**src/rtl/prim_oh_rr_arbiter.sv**
```systemverilog
// Round-robin arbiter feeding a one-entry registered select stage (one-hot, index, valid)
// for a downstream onehot checker; a checker error latches a sticky fatal and stops arbitration.
module prim_oh_rr_arbiter #(
    parameter int N     = 8,
    parameter int IdxW  = 3,
    parameter int DataW = 32
) (
    input  logic                 clk_i,
    input  logic                 rst_ni,
    input  logic [N-1:0]         req_i,
    input  logic [N*DataW-1:0]   data_i,
    output logic [N-1:0]         gnt_o,
    output logic                 valid_o,
    input  logic                 ready_i,
    output logic [DataW-1:0]     data_o,
    output logic [IdxW-1:0]      idx_o,
    output logic [N-1:0]         oh_o,
    input  logic                 chk_err_i,
    output logic                 fatal_o
);

    typedef enum logic {EMPTY = 1'b0, FULL = 1'b1} state_e;

    state_e             state_q, state_d;
    logic               valid_q;
    logic [DataW-1:0]   data_q, data_d, data_sel;
    logic [IdxW-1:0]    idx_q, idx_d;
    logic [IdxW-1:0]    ptr_q, ptr_d, ptr_next;
    logic [IdxW-1:0]    win, cand_idx;
    logic [N-1:0]       oh_q, oh_d, oh_sel, req_rot;
    logic               fatal_q;
    logic               accept, found, grant;
    int                 cand;

    assign valid_q = (state_q == FULL);
    assign accept  = !fatal_q && (!valid_q || ready_i);

    // Scan ptr_q, ptr_q+1, ... wrapping at N (not 2**IdxW) for the first request.
    always_comb begin
        found    = 1'b0;
        win      = '0;
        cand     = 0;
        cand_idx = '0;
        req_rot  = '0;
        for (int i = 0; i < N; i++) begin
            cand = int'(ptr_q) + i;
            if (cand >= N) cand = cand - N;
            cand_idx = cand[IdxW-1:0];
            req_rot  = req_i >> cand_idx;
            if (!found && req_rot[0]) begin
                found = 1'b1;
                win   = cand_idx;
            end
        end
    end

    always_comb begin
        oh_sel    = '0;
        oh_sel[0] = 1'b1;
        oh_sel    = oh_sel << win;
        data_sel  = DataW'(data_i >> (int'(win) * DataW));
        if (int'(win) == N - 1) ptr_next = '0;
        else                    ptr_next = win + 1'b1;
    end

    // Reset gates the grant so nothing transfers while the stage is held in reset.
    assign grant = accept && found && rst_ni;
    assign gnt_o = grant ? oh_sel : '0;

    always_comb begin
        state_d = state_q;
        data_d  = data_q;
        idx_d   = idx_q;
        oh_d    = oh_q;
        ptr_d   = ptr_q;
        if (grant) begin
            state_d = FULL;
            data_d  = data_sel;
            idx_d   = win;
            oh_d    = oh_sel;
            ptr_d   = ptr_next;
        end else if (!fatal_q && valid_q && ready_i) begin
            state_d = EMPTY;
            oh_d    = '0;
        end
    end

    always_ff @(posedge clk_i or negedge rst_ni) begin
        if (!rst_ni) begin
            state_q <= EMPTY;
            data_q  <= '0;
            idx_q   <= '0;
            oh_q    <= '0;
            ptr_q   <= '0;
            fatal_q <= 1'b0;
        end else begin
            state_q <= state_d;
            data_q  <= data_d;
            idx_q   <= idx_d;
            oh_q    <= oh_d;
            ptr_q   <= ptr_d;
            fatal_q <= fatal_q | chk_err_i;
        end
    end

    assign valid_o = valid_q && !fatal_q;
    assign oh_o    = oh_q;
    assign idx_o   = idx_q;
    assign data_o  = data_q;
    assign fatal_o = fatal_q;

endmodule
```
**config.mk**
```make
export PLATFORM = sky130hd
export DESIGN_NAME = prim_oh_rr_arbiter
export DESIGN_NICKNAME = d
export VERILOG_FILES = /design/src/rtl/prim_oh_rr_arbiter.sv
export SDC_FILE = /design/constraint.sdc
export NUM_CORES = 1
export LEC_CHECK = 0
export ABC_AREA = 1
export CORE_MARGIN = 1.5
export CORE_UTILIZATION = 37
export DETAILED_ROUTE_END_ITERATION = 10
export HOLD_SLACK_MARGIN = 0.08
export PLACE_DENSITY = 0.86
export REMOVE_ABC_BUFFERS = 1
export SYNTH_ARGS = -nofsm -noshare
export SYNTH_HDL_FRONTEND = slang
export SYNTH_SLANG_ARGS = --single-unit
```
**constraint.sdc**
```tcl
create_clock -name clk_i -period 2.67 [get_ports clk_i]
set_input_delay 0.267 -clock clk_i [delete_from_list [all_inputs] [get_ports clk_i]]
set_output_delay 0.267 -clock clk_i [all_outputs]
set_load 0.005 [all_outputs]
```
==> impl_metrics.ini <==
[drt]
route.detailed.drc = 0
via_per_inst = 5.112
wl_met1_um = 10570
route.antenna.remaining_nets = 0
wl_per_cell_um = 16.35
detailroute.via_count = 8705
drt_pre_antenna_iters = 5
topRoutingLayerUsed = met4
drt_first_iter_violations = 701
amount_of_wire_on_met3_after_detailed_routing_um = 2323
drt-total-wl_um = 27840
met2_layer_wire_length_in_the_routed_design_um = 13760

[global_routing]
grt_max_degree = 76
first_global_vias = 8024
grt_first_pass_wirelength_um = 39440
track_usage_pct = 27.92
antenna_found_initial = 0
grt_remaining_overflow = 0

[logic_synthesis]
synth_largest_type_area_fraction_pct = 24.23
synth_enable_flop_cells = 0
ys_async_sr_fraction_pct = 100.0
ys_warn_count = 0
netlist.top_cell.by_area = sky130_fd_sc_hd__nand3_1
unique_masters_post_synth = 32
synth_seq_cells = 48
top_cells_by_count_synth = sky130_fd_sc_hd__nand2_1, sky130_fd_sc_hd__nand3_1, sky130_fd_sc_hd__inv_1, sky130_fd_sc_hd__dfrtp_1, sky130_fd_sc_hd__buf_2
yosysSeqAreaShare_pct = 19.58
synth_top_cells_by_area = sky130_fd_sc_hd__nand3_1, sky130_fd_sc_hd__nand2_1, sky130_fd_sc_hd__dfrtp_1, sky130_fd_sc_hd__inv_1, sky130_fd_sc_hd__nand3b_1
yosysMostFrequentCell = sky130_fd_sc_hd__nand2_1
synth_cells = 1126
mean_area_per_synthesized_cell_um2 = 5.449
synth_ff_type = sky130_fd_sc_hd__dfrtp_1
netlist_area_mm2 = 0.006136

[sta]
achievable-frequency_mhz = 332.5
timing_worst_slew_pin_value_ns = 0.6646
setup_tns_ns = -11.67
post-route-min-period_ns = 3.008
timing.final.ws_setup_ns = -0.3376
finalHoldViolations = 0
final_min_period_over_clock_period_pct = 112.6
rsz_0062_raised_after_global_routing = true
maxSlewHeadroom_pct = 55.69
skew_ns = 0.004979
final-max-slew-violation-count = 0
finalSetupViolCount = 43

[outcome]
violations = setup timing
status = complete, but fails checks

[power]
p_per_area_mw_per_mm2 = 1049
static-leakage-power_nw = 5.882
irDropWorstVdd_uv = 854.4

[floorplan]
chipHeight_um = 131.8
fp.coreArea_mm2 = 0.01606
num_rows = 46
pin_count = 321
fp.dieArea_mm2 = 0.01736
effective_utilization_at_floorplan_pct = 38.21
floorplan.die.width_um = 131.8

[clock_network]
postCtsHoldBufs = 0
cts.sinks = 48
numCtsBuffers = 5
cts-root-to-sink-buffers = 2
worst_skew_pair.late_latency_ns = 0.30
htree_levels = 2
path_clk_slew_ns = 0.07
cts.root.buffer_cell = sky130_fd_sc_hd__clkbuf_16
tritoncts = built

[worst_setup_path]
worst_path_bufs_invs = 8
crit_path_start_kind = flip-flop
max_stage_delay_ns = 0.42
critPathMaxFanout = 6
cp_data_arrival_time_ns = 2.74
reg2reg_setup_slack_ns = -0.33
endpoint_kind = primary output
critPathRequiredTime_ns = 2.40
path_delay_family = buffers and inverters
timing_worst_setup_path_type = reg -> out
cpMaxStageDelayCell = sky130_fd_sc_hd__dfrtp_1
crit_chain = buf_6, ha_4, xor2_4, buf_4, buf_6, a31oi_4, inv_2, nor2_4, buf_6, buf_6, nand4_4, nand3_4, inv_4, nand2_4, nor2_2, buf_2
rr_startpoint = ptr_q[0]
timing.rr.end = data_o[5]
reg2regPathDepth = 19
critical_path.most_common_cell = sky130_fd_sc_hd__buf_6

[cells_and_area]
antennaDiodeCount = 0
num-nets-final = 1756
fillerInstances = 1304
drive_gt1_share_pct = 15.80
areaGrowthSynthToFinish_pct = 81.83

[place]
finalWeightedCongestion = 0.9211
place_ws_ns = -0.3502
hpwl_um = 17340
port_buffers = 320

[hold_path]
hold_class = in -> async

[job]
number_of_max_cap_violations = 0
layout make-up:
cell class                      instances  area, um2  area share, %
Multi-Input combinational cell        761       4040          36.21
Sequential cell                        48       1201          10.77
Inverter                              246      928.4          8.321
Tap cell                              216      270.3          2.422
Clock buffer                            7      142.6          1.278
Clock inverter                          1      7.507        0.06729
Timing Repair Buffer                  424       4567          40.93
power by group:
group	total, mW	internal, mW	switching, mW
combinational	9.94	4.64	5.30
clock	0.665	0.374	0.291
sequential	1.10	0.958	0.144
total	11.7	5.97	5.73
registers in the layout, summed over array words and instances, names as in the netlist:
name	flops
data_o	32
fatal_o	1
idx_o	3
oh_o	8
ptr_q	3
state_q	1
layout by cell type (no fill, tap or decap), drive strengths merged, types with 2 or more instances in the layout:
cell type and count:
nand2 362, clkdlybuf4s50 311, nand3 303, inv 245, buf 102, dfrtp 48
nand3b 33, nor2 29, clkbuf 18, o21ai 15, nand4 7, xor2 3
ha 2
per-stage QoR:
| step | area, um2 | cells | utilization [%] | power, mW | hold WS (ns) |
|---|---|---|---|---|---|
| 4_1_cts | 10540 | 1687 | 65.64 | 10.05 | 0.1852 |
| 5_1_grt | 11160 | 1703 | 69.48 | 12.51 | 0.2126 |
| 2_1_floorplan | 5732 | 1055 | - | 4.973 | -0.02859 |
| 3_5_place_dp | 9817 | 1651 | 61.13 | 8.065 | 0.4696 |
| 6_report | 11160 | 1703 | 69.48 | 11.70 | 0.1534 |
| 3_3_place_gp | 9817 | 1651 | 61.13 | 7.989 | 0.4638 |
timing repair:
item,4_1_cts,5_1_grt
endpoints found under the hold margin,0,0
endpoints found under the setup margin,43,55
gates resized for setup,104,84
cloned,4,13
pin swaps,28,30
setup buffers,24,10
layer usage:
metal	global-route usage, %	vias to the layer above
met1	32.63	3959
met3	5.498	95
met5	0	-
met4	11.23	0
met2	50.03	476
li1	-	4175
cells by family after synthesis:
| kind of cell | Yosys count | share of synthesized area (%) |
|---|---|---|
| fa+ha+maj | 2 | 0.4078 |
| compound gates | 18 | 1.815 |
| xor+xnor | 4 | 1.305 |
| buf+inv | 317 | 21.64 |
| simple gates | 737 | 55.26 |
| flops | 48 | 19.58 |
worst max path at each step:
stage | from | to | slack, ns | cells after the start
after detailed placement | ptr_q[1] | gnt_o[7] | -0.35 | 16
after global routing | ptr_q[1] | gnt_o[6] | -0.46 | 18
after floorplan | ptr_q[0] | data_o[0] | -3.80 | 19
after CTS | ptr_q[1] | ptr_q[1] | -0.23 | 23
after global placement | req_i[5] | gnt_o[7] | -0.30 | 15
final | ptr_q[0] | gnt_o[2] | -0.34 | 16
No activity file was read; power rests on OpenSTA's default activity.
